## src/rtl/acc_readout.sv

```systemverilog
// Streaming readout engine for the accumulator: sweeps an address range, reads one word per
// cycle through a fixed-latency RAM port, buffers returns in a credit-managed FIFO and presents
// them as a valid/ready stream. Optionally zeroes each word in the same cycle it is read.
module acc_readout #(
  parameter int unsigned ADDR_WIDTH = 9,
  parameter int unsigned DATA_WIDTH = 64,
  parameter int unsigned RD_LATENCY = 2,
  parameter int unsigned FIFO_DEPTH = 4
) (
  input  logic                  clk,
  input  logic                  rstn,
  input  logic                  start_i,
  input  logic [ADDR_WIDTH-1:0] base_addr_i,
  input  logic [ADDR_WIDTH:0]   length_i,
  input  logic                  clear_en_i,
  output logic                  busy_o,
  output logic                  done_o,
  // Accumulator read port
  output logic                  rd_en_o,
  output logic [ADDR_WIDTH-1:0] rd_addr_o,
  input  logic [DATA_WIDTH-1:0] rd_rdata_i,
  // Accumulator write port
  output logic                  wr_en_o,
  output logic                  wr_we_o,
  output logic [ADDR_WIDTH-1:0] wr_addr_o,
  output logic [DATA_WIDTH-1:0] wr_wdata_o,
  output logic                  acc_mode_o,
  // Output stream
  output logic                  m_valid_o,
  input  logic                  m_ready_i,
  output logic [DATA_WIDTH-1:0] m_data_o,
  output logic                  m_last_o
);

  localparam int unsigned CntW = ADDR_WIDTH + 1;
  localparam int unsigned InfW = $clog2(RD_LATENCY + 1);
  localparam int unsigned FcW  = $clog2(FIFO_DEPTH + 1);
  localparam int unsigned PtrW = (FIFO_DEPTH > 1) ? $clog2(FIFO_DEPTH) : 1;

  typedef enum logic [1:0] {StIdle, StRun, StDrain, StDone} state_e;

  state_e                state_q, state_d;
  logic [ADDR_WIDTH-1:0] base_q, base_d;
  logic [CntW-1:0]       len_q, len_d;
  logic                  clr_q, clr_d;
  logic [CntW-1:0]       issue_cnt_q, issue_cnt_d;
  logic [CntW-1:0]       out_cnt_q, out_cnt_d;
  logic [InfW-1:0]       inflight_q, inflight_d;
  logic [RD_LATENCY-1:0] tag_q, tag_d;
  logic [DATA_WIDTH-1:0] mem_q [FIFO_DEPTH];
  logic [PtrW-1:0]       wptr_q, wptr_d, rptr_q, rptr_d;
  logic [FcW-1:0]        fifo_cnt_q, fifo_cnt_d;

  logic        start_ok, issue, push, pop, last_word;
  logic [31:0] credits_used;

  function automatic logic [PtrW-1:0] ptr_inc(input logic [PtrW-1:0] p);
    return (p == PtrW'(FIFO_DEPTH - 1)) ? '0 : p + PtrW'(1);
  endfunction

  // Handshake and issue qualifiers; credits count both buffered and in-flight words.
  always_comb begin
    start_ok     = (state_q == StIdle) && start_i;
    credits_used = 32'(inflight_q) + 32'(fifo_cnt_q);
    issue        = (state_q == StRun) && (credits_used < FIFO_DEPTH) && (issue_cnt_q < len_q);
    push         = tag_q[RD_LATENCY-1];
    pop          = (fifo_cnt_q != '0) && m_ready_i;
    last_word    = (out_cnt_q == len_q - CntW'(1));
  end

  // Job sequencing.
  always_comb begin
    state_d = state_q;
    unique case (state_q)
      StIdle:  if (start_i) state_d = (length_i == '0) ? StDone : StRun;
      StRun:   if (issue && (issue_cnt_q == len_q - CntW'(1))) state_d = StDrain;
      StDrain: if (pop && last_word) state_d = StDone;
      StDone:  state_d = StIdle;
      default: state_d = StIdle;
    endcase
  end

  // Job parameters, progress counters and read-return tagging.
  always_comb begin
    base_d      = base_q;
    len_d       = len_q;
    clr_d       = clr_q;
    issue_cnt_d = issue_cnt_q;
    out_cnt_d   = out_cnt_q;
    if (start_ok) begin
      base_d      = base_addr_i;
      len_d       = length_i;
      clr_d       = clear_en_i;
      issue_cnt_d = '0;
      out_cnt_d   = '0;
    end else begin
      if (issue) issue_cnt_d = issue_cnt_q + CntW'(1);
      if (pop)   out_cnt_d   = out_cnt_q + CntW'(1);
    end
    inflight_d = inflight_q + InfW'(issue) - InfW'(push);
    tag_d[0]   = issue;
    for (int i = 1; i < int'(RD_LATENCY); i++) tag_d[i] = tag_q[i-1];
  end

  // FIFO pointer and occupancy update.
  always_comb begin
    wptr_d     = push ? ptr_inc(wptr_q) : wptr_q;
    rptr_d     = pop  ? ptr_inc(rptr_q) : rptr_q;
    fifo_cnt_d = fifo_cnt_q + FcW'(push) - FcW'(pop);
  end

  // State registers; reset discards any in-flight returns.
  always_ff @(posedge clk or negedge rstn) begin
    if (!rstn) begin
      state_q     <= StIdle;
      base_q      <= '0;
      len_q       <= '0;
      clr_q       <= 1'b0;
      issue_cnt_q <= '0;
      out_cnt_q   <= '0;
      inflight_q  <= '0;
      tag_q       <= '0;
      wptr_q      <= '0;
      rptr_q      <= '0;
      fifo_cnt_q  <= '0;
    end else begin
      state_q     <= state_d;
      base_q      <= base_d;
      len_q       <= len_d;
      clr_q       <= clr_d;
      issue_cnt_q <= issue_cnt_d;
      out_cnt_q   <= out_cnt_d;
      inflight_q  <= inflight_d;
      tag_q       <= tag_d;
      wptr_q      <= wptr_d;
      rptr_q      <= rptr_d;
      fifo_cnt_q  <= fifo_cnt_d;
    end
  end

  // FIFO storage; cleared on reset so the idle head reads as zero.
  always_ff @(posedge clk or negedge rstn) begin
    if (!rstn) begin
      for (int i = 0; i < int'(FIFO_DEPTH); i++) mem_q[i] <= '0;
    end else if (push) begin
      mem_q[wptr_q] <= rd_rdata_i;
    end
  end

  // Port drive: addresses wrap modulo the address space; clear shares the read address.
  always_comb begin
    busy_o     = (state_q != StIdle);
    done_o     = (state_q == StDone);
    rd_en_o    = issue;
    rd_addr_o  = issue ? base_q + issue_cnt_q[ADDR_WIDTH-1:0] : '0;
    wr_en_o    = issue && clr_q;
    wr_we_o    = issue && clr_q;
    wr_addr_o  = (issue && clr_q) ? rd_addr_o : '0;
    wr_wdata_o = '0;
    acc_mode_o = 1'b0;
    m_valid_o  = (fifo_cnt_q != '0);
    m_data_o   = mem_q[rptr_q];
    m_last_o   = m_valid_o && last_word;
  end

endmodule

```

## config.mk

```make
export PLATFORM = sky130hd
export DESIGN_NAME = acc_readout
export DESIGN_NICKNAME = d
export VERILOG_FILES = /design/src/rtl/acc_readout.sv
export SDC_FILE = /design/constraint.sdc
export NUM_CORES = 1
export LEC_CHECK = 0
export CAP_MARGIN = 0
export CORE_AREA = 2 2 197 199
export CTS_CLUSTER_DIAMETER = 120
export DETAILED_ROUTE_END_ITERATION = 12
export DIE_AREA = 0 0 199 201
export GPL_TIMING_DRIVEN = 0
export PLACE_DENSITY_LB_ADDON = 0.3
export SYNTH_ARGS = -nofsm -noshare
export SYNTH_HDL_FRONTEND = slang
export SYNTH_SLANG_ARGS = --single-unit
```

## constraint.sdc

```tcl
create_clock -name clk -period 3.7 [get_ports clk]
set_input_delay 0.555 -clock clk [delete_from_list [all_inputs] [get_ports clk]]
set_output_delay 0.555 -clock clk [all_outputs]
set_load 0.01 [all_outputs]
```

## Yosys cells after proc, flatten, opt, wreduce, memory -nomap -nowiden

Index checks and enable logic that the tools add are counted.

| operators by class | value |
|---|---|
| add/sub/neg operators | 11 |
| order comparisons | 5 |
| eq/ne operators | 10 |
| mux-type cells | 19 |
| bitwise operators | 2 |
| reductions and logical operators | 16 |

Operators with widths:

| operator | count |
|---|---|
| $bwmux 256 | 1 |
| $mux 64 | 3 |
| $bmux 64 s2 | 1 |
| $demux 64 s2 | 1 |
| $mux 10 | 4 |
| $add 10x1->10 const B | 2 |
| $eq 10x10->1 | 2 |
| $mux 9 | 2 |
| $mux 2 | 6 |
| $logic_not 10->1 | 1 |
| $lt 10x10->1 | 1 |
| $sub 10x1->10 const B | 1 |
| $add 9x9->9 | 1 |
| $logic_and 1x1->1 | 9 |
| $eq 2x2->1 const B | 4 |
| $pmux 2 s4 | 1 |
| $ge 3x3->1 const B | 2 |
| $not 2->3 | 2 |
| $reduce_bool 2->1 | 3 |
| $add 2x1->2 const B | 2 |
| $add 2x3->4 | 1 |
| $lt 4x3->1 const B | 1 |
| $ne 2x2->1 const B | 2 |
| $add 3x1->3 | 1 |
| other kinds (9) | 9 |

| storage, ports and cells | value |
|---|---|
| register bits after elaboration | 309 |
| input port bits | 88 |
| output and inout port bits | 154 |

## Depth between registers and ports, before layout

| logic depth | value |
|---|---|
| word-level depth | 7 |
| gate-level depth with buffers | 12 |
| mapped depth without buffers | 10 |

## Worst setup path before layout

No wires, ideal clock.

| timing | value |
|---|---|
| path kind | flip-flop to output port |
| from | register len_q[7] |
| to | output port wr_we_o |
| data arrival time | 2588 ps |
| required time | 3145 ps |
| path slack | 557 ps |
| stages on the path, launching flop included | 13 |
| path buffers | 3 |
| cell sequence | dfrtp_1 -> clkbuf_1 -> inv_1 -> ha_1 -> a2111oi_0 -> nand2_1 -> o21ai_0 -> nand2_1 -> inv_1 -> buf_2 -> nand2_1 -> inv_1 -> buf_4 |

| on the way | value |
|---|---|
| cells in the longest elaborated chain, start to end | 3 |

RTL lines:

| element | line | text |
|---|---|---|
| start, declared | 44 | `logic [CntW-1:0] len_q, len_d;` |
| start signal, assigned | 129 | `len_q <= len_d;` |
| $lt 10x10->1 | 65 | `issue = (state_q == StRun) && (credits_used < FIFO_DEPTH) && (issue_cnt_q < len_q);` |
| $logic_and 1x1->1 | 65 |  |
| net rd_en_o | 19 | `output logic rd_en_o,` |
| $logic_and 1x1->1 | n/a |  |
| end, declared | 24 | `output logic wr_we_o,` |

The timed path passes the listed nets, and every way through them passes these cells.

## Final worst setup path

| timing | value |
|---|---|
| from | register len_q[4] |
| to | output port wr_addr_o[1] |

| on the way | value |
|---|---|
| cells in the longest elaborated chain, start to end | 4 |

RTL lines:

| element | line | text |
|---|---|---|
| $lt 10x10->1 (*) | 65 |  |
| $logic_and 1x1->1 (*) | 65 |  |
| $mux 9 or $logic_and 1x1->1 (tied branches) | 155, 158 |  |
| $mux 9 (*) | 158 | `wr_addr_o = (issue && clr_q) ? rd_addr_o : '0;` |
| end, declared | 25 | `output logic [ADDR_WIDTH-1:0] wr_addr_o,` |

Mark *: on every way between the ends. The rest lies on a longest branch, timed or not.

==> flow_summary.json <==
{
  "placementRows": 72,
  "die_y_um": 201,
  "cp_max_fo": 8,
  "fin_total_pwr_mw": 16.3,
  "fin_crit_ns": 3.57,
  "syn_to_final_growth_pct": 27.0,
  "pin_count": 242,
  "min_path_type": "reg2reg",
  "layout_common_cells": "dfrtp_1, mux2_2, clkdlybuf4s50_1",
  "end_kind": "output port",
  "drt_iter0_markers": 313,
  "htreeDepth": 2,
  "yosysTopAreaCell": "dfrtp_1",
  "cts_sinks": 309,
  "synthDistinctLibCells": 53,
  "antenna_found_initial": 3,
  "finClkSkew_ns": 0.0196,
  "drc": 0,
  "drv_cap": 0,
  "wl_per_cell_um": 17.8,
  "grt_pass1_vias": 9932,
  "arrival_ns": 3.01,
  "vias_per_cell": 4.89,
  "grt_usage": 0.176,
  "cts_made_buffers": 36,
  "grt_max_degree": 121,
  "finalNonFillerCells": 1913,
  "yosys_most_used_dff": "dfrtp_1",
  "firstDrtPassIters": 4,
  "max_freq_ghz": 0.280,
  "yosys_warnings": 0,
  "cts.reportedPaths.clkPinSlew_ns": 0.05,
  "syn_area_per_cell_um2": 13.9,
  "worst_pin_slew_ns": 0.909,
  "synth_edf_count": 0,
  "drive_gt1_frac": 0.360,
  "status": "complete, no violations",
  "async_flop_share": 1.00,
  "worst-endpoint-required_ns": 3.14,
  "overflow": 0,
  "synth_area_mm2": 0.0150,
  "leakage_nw": 8.30,
  "nets": 1500,
  "synth_top_area_frac": 0.514,
  "post-place-cells": 1846,
  "slew_headroom": 0.394,
  "routed_wl_um": 34100,
  "final_common_cell": "dfrtp_1",
  "final.period_utilization": 0.964,
  "yosysSeqAreaShare": 0.514,
  "cts_tree": "done",
  "grt_pass1_wl_um": 54900,
  "synth.area.top_cells": "dfrtp_1, mux2_2, mux4_2, buf_4, ha_1",
  "globalplace.congestion": 0.811,
  "insertion_delay_ns": 0.54,
  "slew_violations": 0,
  "num_vias": 9360,
  "cts_root_buffer": "clkbuf_16",
  "start_kind": "flip-flop",
  "path_class": "reg2out",
  "hold_viol": 0,
  "clk_path_buf_depth": 3,
  "power_density_mw_per_mm2": 855,
  "setup_viol": 0,
  "start_util": 0.395,
  "antenna_left": 0,
  "coreArea_mm2": 0.0381,
  "finalSetupTns_ns": 0,
  "utilization": 0.501,
  "port_buffers": 176,
  "die_w_um": 199,
  "dpl.hpwl_um": 23400,
  "ys_ff_latch": 309,
  "peakVddDrop_v": 0.000476,
  "die-area_mm2": 0.0400,
  "syn-instance-count": 1085
}
## cells in the mapped netlist (7+ instances only)
cell	n
a21oi_1	16
buf_1	10
buf_4	66
clkbuf_1	41
dfrtp_1	309
ha_1	36
inv_1	30
mux2_2	266
mux4_2	64
nand2_1	42
nand3_1	11
nor2_1	37
nor3_1	7
o21ai_0	23
or3_1	7
xnor2_1	27
xor2_1	20
## metrics by stage
stage	hold slack, ns	setup WS (ns)	cell area, µm²
after floorplan	0.259	0.557	15300
after global placement	0.336	-11.31	17700
after detailed placement	0.332	-0.648	17800
after CTS	0.337	0.000352	19000
after global routing	0.367	-0.0115	19100
final	0.347	0.133	19100
## registers in the layout (all words and copies together) (netlist names)
signal / cells
mem_q: 256
issue_cnt_q: 10
rptr_q: 2
clr_q: 1
base_q: 9
fifo_cnt_q: 3
len_q: 10
out_cnt_q: 10
wptr_q: 2
state_q: 2
inflight_q: 2
tag_q: 2
## critical path, stage by stage (launching register included)
cell and delay (ns):
dfrtp_1 0.33, buf_6 0.14, inv_1 0.06, ha_1 0.20, a2111oi_2 0.33, nand2_1 0.14
o21ai_4 0.21, buf_4 0.14, buf_4 0.09, and3_1 0.17, and2_1 0.13, clkdlybuf4s50_1 0.53
## final cells by class
cell class	count	area (µm²)
tap	518	648
timing repair buffer	189	1930
multi-input combinational	688	6810
clock buffer	48	1020
fill	3356	19000
sequential	309	7740
antenna	2	5.00
buffer	119	744
clock inverter	9	88.8
inverter	31	116
## power breakdown
part           internal [mW]  total (mW)  switching, mW
clock network           1.99        3.39           1.40
registers               5.04        5.90          0.859
logic                   4.19        7.06           2.87
## per-layer routing
metal / vias to the layer above / wire (µm) / GRT usage
li1: 4359 / - / -
met1: 4752 / 15200 / 0.235
met2: 201 / 16400 / 0.286
met3: 46 / 1790 / 0.0381
met4: 2 / 750 / 0.0570
met5: - / 10 / 0
## what timing repair did
item                       4_1_cts  5_1_grt
buffers inserted                 7        2
setup endpoints to repair       60       36
pin swaps                        6        5
gates resized for setup         37       30
hold buffers                     1        0
hold endpoints to repair         1        0
## path summary, 6_finish.rpt
kind                       startpoint           end  slack (ns)  cells after the start
max                          len_q[4]  wr_addr_o[1]        0.13                     11
min                          tag_q[0]      tag_q[1]        0.35                      0
max reg2reg                  len_q[5]    state_q[1]        0.77                     11
min reg2reg                  tag_q[0]      tag_q[1]        0.35                      0
max in group asynchronous        rstn      len_q[7]        1.92                      4
min in group asynchronous        rstn    mem_q[203]        0.37                      2
## logic make-up (layout without fill, tap and decap cells)
| family | after synthesis | count (layout) | synth area share |
|---|---|---|---|
| AOI/OAI and AO/OA | 64 | 64 | 0.0266 |
| other | 1 | 67 | 0.000249 |
| muxes | 332 | 332 | 0.296 |
| and+or+nand+nor | 142 | 142 | 0.0476 |
| buffers and inverters | 152 | 396 | 0.0555 |
| adders and majority gates | 38 | 38 | 0.0326 |
| xor gates and xnor gates | 47 | 47 | 0.0274 |
| DFF | 309 | 309 | 0.514 |
No activity file was read; power rests on OpenSTA's default activity.
